$ cat config.mk
export PLATFORM = sky130hd
export DESIGN_NAME = wptr_handler
export DESIGN_NICKNAME = d
export VERILOG_FILES = /design/src/rtl/fifo_cdc_pkg.sv /design/src/rtl/sync_2ff.sv /design/src/rtl/wptr_handler.sv
export SDC_FILE = /design/constraint.sdc
export NUM_CORES = 1
export LEC_CHECK = 0
export CAP_MARGIN = 0
export CORE_MARGIN = 8
export CORE_UTILIZATION = 40
export CTS_BUF_LIST = sky130_fd_sc_hd__clkbuf_16
export CTS_CLUSTER_DIAMETER = 120
export DETAILED_ROUTE_END_ITERATION = 12
export PLACE_DENSITY_LB_ADDON = 0.05
export RECOVER_POWER = 25
export SETUP_SLACK_MARGIN = 0.05
export SLEW_MARGIN = 40
export SYNTH_ARGS = -nofsm -noshare
export SYNTH_HDL_FRONTEND = slang
export SYNTH_SLANG_ARGS = --single-unit
$ cat constraint.sdc
create_clock -name write_clk -period 4 [get_ports write_clk]
set_input_delay 0.4 -clock write_clk [delete_from_list [all_inputs] [get_ports write_clk]]
set_output_delay 0.4 -clock write_clk [all_outputs]
set_load 0.03 [all_outputs]
$ cat src/rtl/fifo_cdc_pkg.sv
// Shared constants and Gray/binary helpers for the dual-clock FIFO pointer handlers.
package fifo_cdc_pkg;

   localparam int ADDR_W_DEF = 3;
   localparam int PTR_W      = ADDR_W_DEF + 1;

   function automatic logic [31:0] bin2gray(input logic [31:0] b);
      return b ^ (b >> 1);
   endfunction

   // Prefix XOR from the MSB down; w is the live width, upper bits of g must be zero.
   function automatic logic [31:0] gray2bin(input logic [31:0] g, input int w);
      logic [31:0] b;
      b = g;
      for (int i = 30; i >= 0; i--) begin
         if (i < w - 1) b[i] = b[i+1] ^ g[i];
      end
      return b;
   endfunction

endpackage

$ cat src/rtl/sync_2ff.sv
// Two-flop synchroniser for a Gray-coded bus crossing into clk.
module sync_2ff #(
   parameter int W = 4
)(
   input  logic         clk,
   input  logic         rst_n,
   input  logic [W-1:0] d,
   output logic [W-1:0] q
);

   logic [W-1:0] meta;

   always_ff @(posedge clk) begin
      if (!rst_n) begin
         meta <= '0;
         q    <= '0;
      end else begin
         meta <= d;
         q    <= meta;
      end
   end

endmodule

$ cat src/rtl/wptr_handler.sv
// Write-domain pointer and flag logic of the dual-clock FIFO.
module wptr_handler
   import fifo_cdc_pkg::*;
#(
   parameter int ADDR_W    = ADDR_W_DEF,
   parameter int AF_THRESH = 6
)(
   input  logic              write_clk,
   input  logic              write_rst_n,
   input  logic              write_enable,
   input  logic [ADDR_W:0]   read_gray_pointer,
   input  logic              clear_overflow,
   output logic [ADDR_W:0]   write_pointer,
   output logic [ADDR_W:0]   write_gray_pointer,
   output logic              write_accept,
   output logic              full,
   output logic              almost_full,
   output logic [ADDR_W:0]   write_count,
   output logic              overflow
);

   localparam int PW = ADDR_W + 1;
   localparam logic [PW-1:0] AF_T      = PW'(AF_THRESH);
   // Full when write is one lap ahead: top two Gray bits inverted, rest equal.
   localparam logic [PW-1:0] FULL_FLIP = {2'b11, {(PW-2){1'b0}}};

   logic [PW-1:0] rgray_sync;
   logic [PW-1:0] rbin_sync;
   logic [PW-1:0] wbin_next;
   logic [PW-1:0] wgray_next;
   logic [PW-1:0] fill_next;
   logic          full_next;

   sync_2ff #(.W(PW)) u_rptr_sync (
      .clk   (write_clk),
      .rst_n (write_rst_n),
      .d     (read_gray_pointer),
      .q     (rgray_sync)
   );

   // Reset gates the strobe so the RAM is never written during reset.
   assign write_accept = write_enable & ~full & write_rst_n;
   assign rbin_sync    = PW'(gray2bin(32'(rgray_sync), PW));
   assign wbin_next    = write_pointer + PW'(write_accept);
   assign wgray_next   = PW'(bin2gray(32'(wbin_next)));
   assign full_next    = (wgray_next == (rgray_sync ^ FULL_FLIP));
   assign fill_next    = wbin_next - rbin_sync;

   always_ff @(posedge write_clk) begin
      if (!write_rst_n) begin
         write_pointer      <= '0;
         write_gray_pointer <= '0;
         full               <= 1'b0;
         almost_full        <= 1'b0;
         write_count        <= '0;
         overflow           <= 1'b0;
      end else begin
         write_pointer      <= wbin_next;
         write_gray_pointer <= wgray_next;
         full               <= full_next;
         almost_full        <= (fill_next >= AF_T);
         write_count        <= fill_next;
         if (write_enable && full) overflow <= 1'b1;
         else if (clear_overflow)  overflow <= 1'b0;
      end
   end

endmodule

==> flow_summary.json <==
{
  "die_w_um": 63.10,
  "place_congestion": 0.7652,
  "gr-usage-all-layers_pct": 9.131,
  "yosysWarnings": 0,
  "path_delay_family": "buffers and inverters",
  "synth_most_common_cell": "dfxtp_1",
  "viasPerCell": 4.504,
  "grt_pass1_vias": 643,
  "clk_latency_ns": 0.25,
  "clk_pin_slew_ns": 0.05,
  "end_kind": "register",
  "use_met1_pct": 8.781,
  "drc_errors": 0,
  "grt_first_pass_wirelength_um": 2877,
  "grt_overflow": 0,
  "wirelength_um": 1588,
  "die_area_um2": 3981,
  "htree_levels": 1,
  "syn_inst": 83,
  "synth_nets": 97,
  "drive_gt1_share_pct": 6.542,
  "dr.pass1.iters": 2,
  "initial_utilization_pct": 41.29,
  "ys_top_cells_by_area": "dfxtp_1, xnor2_1, and2_1",
  "rsz0062_at_grt": "no",
  "vdd_drop_max_v": 0.0002223,
  "port_buffers": 23,
  "antenna_left": 0,
  "whs_ns": 0.4317,
  "hold_viol": 0,
  "setup_tns_ns": 0,
  "ys_ff_latch": 22,
  "grt_antenna_before_repair": 0,
  "die_y_um": 63.10,
  "cts_root_buf": "clkbuf_16",
  "yosysSeqAreaShare_pct": 49.65,
  "path_class": "primary input to register",
  "grt_use_met3_pct": 3.710,
  "cp_common_cell": "ha_1",
  "clock_skew_ns": 0.003358,
  "postCtsHoldBufs": 0,
  "synth_largest_area_cell": "dfxtp_1",
  "setup_viol": 0,
  "leakagePower_nw": 0.4867,
  "ys_types": 24,
  "power_density_nw_per_um2": 453.9,
  "synthFlopType": "dfxtp_1",
  "fmax_mhz": 315.7,
  "status": "finished, final reports clean",
  "path_cells": "dlygate4sd3_1 > clkinv_1 > nor3b_1 > ha_1 > ha_1 > ha_1 > nor2b_1 > o21ai_0 > nand3_1 > a21oi_1",
  "min_path_type": "register to register",
  "synthArstFlopShare_pct": 0,
  "startpoint_type": "primary input",
  "syn_to_final_growth_pct": 37.09,
  "core_um2": 2148,
  "core.rowCount": 17,
  "avgSynthCellArea_um2": 10.69,
  "synth_top_area_share_pct": 49.65,
  "synth_common_cells": "dfxtp_1, and2_1, xnor2_1, ha_1, nor2_1",
  "drtIter0Drc": 6,
  "cts_buffers": 3,
  "cts_sinks": 22,
  "slew-limit-headroom_pct": 74.40,
  "slowest_delay_ns": 0.77,
  "slew_violations": 0,
  "synth_edf_count": 0,
  "diodes": 0,
  "synth_area_um2": 887.1,
  "use_met2_pct": 15.36,
  "maxCapViolCount": 0,
  "ctsResizeCount": 0,
  "cts_buffer_depth": 2,
  "path_buf_inv": 2,
  "slowest_stage": "dlygate4sd3_1",
  "tightestPinTransition_ns": 0.3827,
  "cts_tree": "done",
  "busiest_layer": "met2",
  "grt_max_degree": 16,
  "vias": 608,
  "critical_path.max_fanout": 15,
  "wl_per_cell_um": 11.76,
  "nets": 123,
  "ios": 24,
  "min_period_ns": 3.168,
  "cts_post_setup_buffers_inserted": 0,
  "required_ns": 4.18,
  "arrival_ns": 3.34,
  "period_share_pct": 79.19
}
per-stage QoR:
stage               setup WS, ns  power, mW  util, %  instance area (um^2)  std cells
floorplan                  1.085     0.3145        -                 887.1         83
global placement          0.7147     0.3555    53.12                  1141        132
detailed placement        0.6049     0.3554    53.12                  1141        132
CTS                       0.8343     0.5599    56.61                  1216        135
global route              0.4418     0.5846    56.61                  1216        135
finish                    0.8323     0.5520    56.61                  1216        135
state kept, by name, summed over array words and instances, names as in the netlist:
name                flops
write_gray_pointer      3
u_rptr_sync.meta        4
overflow                1
write_count             4
full                    1
write_pointer           4
almost_full             1
u_rptr_sync.q           4
logic make-up (layout without fill, tap and decap cells):
logic type / Yosys count / count (layout) / synth area share, %
xor gates and xnor gates: 15 / 15 / 15.66
buffers and inverters: 7 / 31 / 3.384
AOI/OAI and AO/OA: 6 / 6 / 4.091
adders and majority gates: 6 / 6 / 9.309
DFF: 22 / 22 / 49.65
and+or+nand+nor: 27 / 27 / 17.91
per-layer routing:
| metal | part of all wire (%) | routed length (um) |
|---|---|---|
| met4 | 2.8 | 45 |
| met5 | 0 | 0 |
| met3 | 7.9 | 125 |
| met2 | 46 | 737 |
| met1 | 43 | 680 |
cell usage in the layout (no fill, tap or decap):
| cell | netlist | final |
|---|---|---|
| and2_2 | 2 | 2 |
| clkbuf_16 | 0 | 3 |
| xnor2_1 | 10 | 10 |
| fa_1 | 1 | 1 |
| a21o_1 | 1 | 1 |
| inv_1 | 4 | 4 |
| nor4_2 | 1 | 1 |
| ha_1 | 5 | 5 |
| a31oi_1 | 1 | 1 |
| xor2_2 | 1 | 1 |
| and2_0 | 0 | 1 |
| nand2b_1 | 2 | 2 |
| clkdlybuf4s50_1 | 0 | 22 |
| a21boi_0 | 1 | 1 |
| and2_1 | 11 | 10 |
| dlygate4sd3_1 | 0 | 1 |
| nor2_1 | 5 | 5 |
| o21ai_0 | 1 | 1 |
| dfxtp_1 | 22 | 22 |
| clkinv_1 | 1 | 1 |
| nand2_1 | 2 | 2 |
| nor2b_1 | 1 | 1 |
| a21oi_1 | 2 | 2 |
| xor2_1 | 4 | 4 |
| nor3b_1 | 1 | 1 |
| nand3_1 | 2 | 2 |
where the power goes:
| group | total [mW] | internal (mW) | switching, mW |
|---|---|---|---|
| Combinational | 0.109 | 0.0504 | 0.0581 |
| Clock | 0.203 | 0.132 | 0.0715 |
| Sequential | 0.240 | 0.235 | 0.00511 |
layout make-up:
cell class	instances	area (um^2)
Tap cell	28	35.03
Fill cell	190	932.1
Clock buffer	3	75.07
Multi-Input combinational cell	54	416.7
Sequential cell	22	440.4
Timing Repair Buffer	23	230.2
Inverter	5	18.77
worst paths after layout:
path / start / end / slack, ns / cells after the start
worst min-delay path: u_rptr_sync.meta[2]$_SDFF_PN0_ / u_rptr_sync.q[2]$_SDFF_PN0_ / 0.43 / 1
worst max-delay path: write_rst_n / write_count[3]$_SDFF_PN0_ / 0.83 / 10
worst max register to register: full$_SDFF_PN0_ / write_count[3]$_SDFF_PN0_ / 1.85 / 8
worst min register to register: u_rptr_sync.meta[2]$_SDFF_PN0_ / u_rptr_sync.q[2]$_SDFF_PN0_ / 0.43 / 1
No activity file was read; power rests on OpenSTA's default activity.
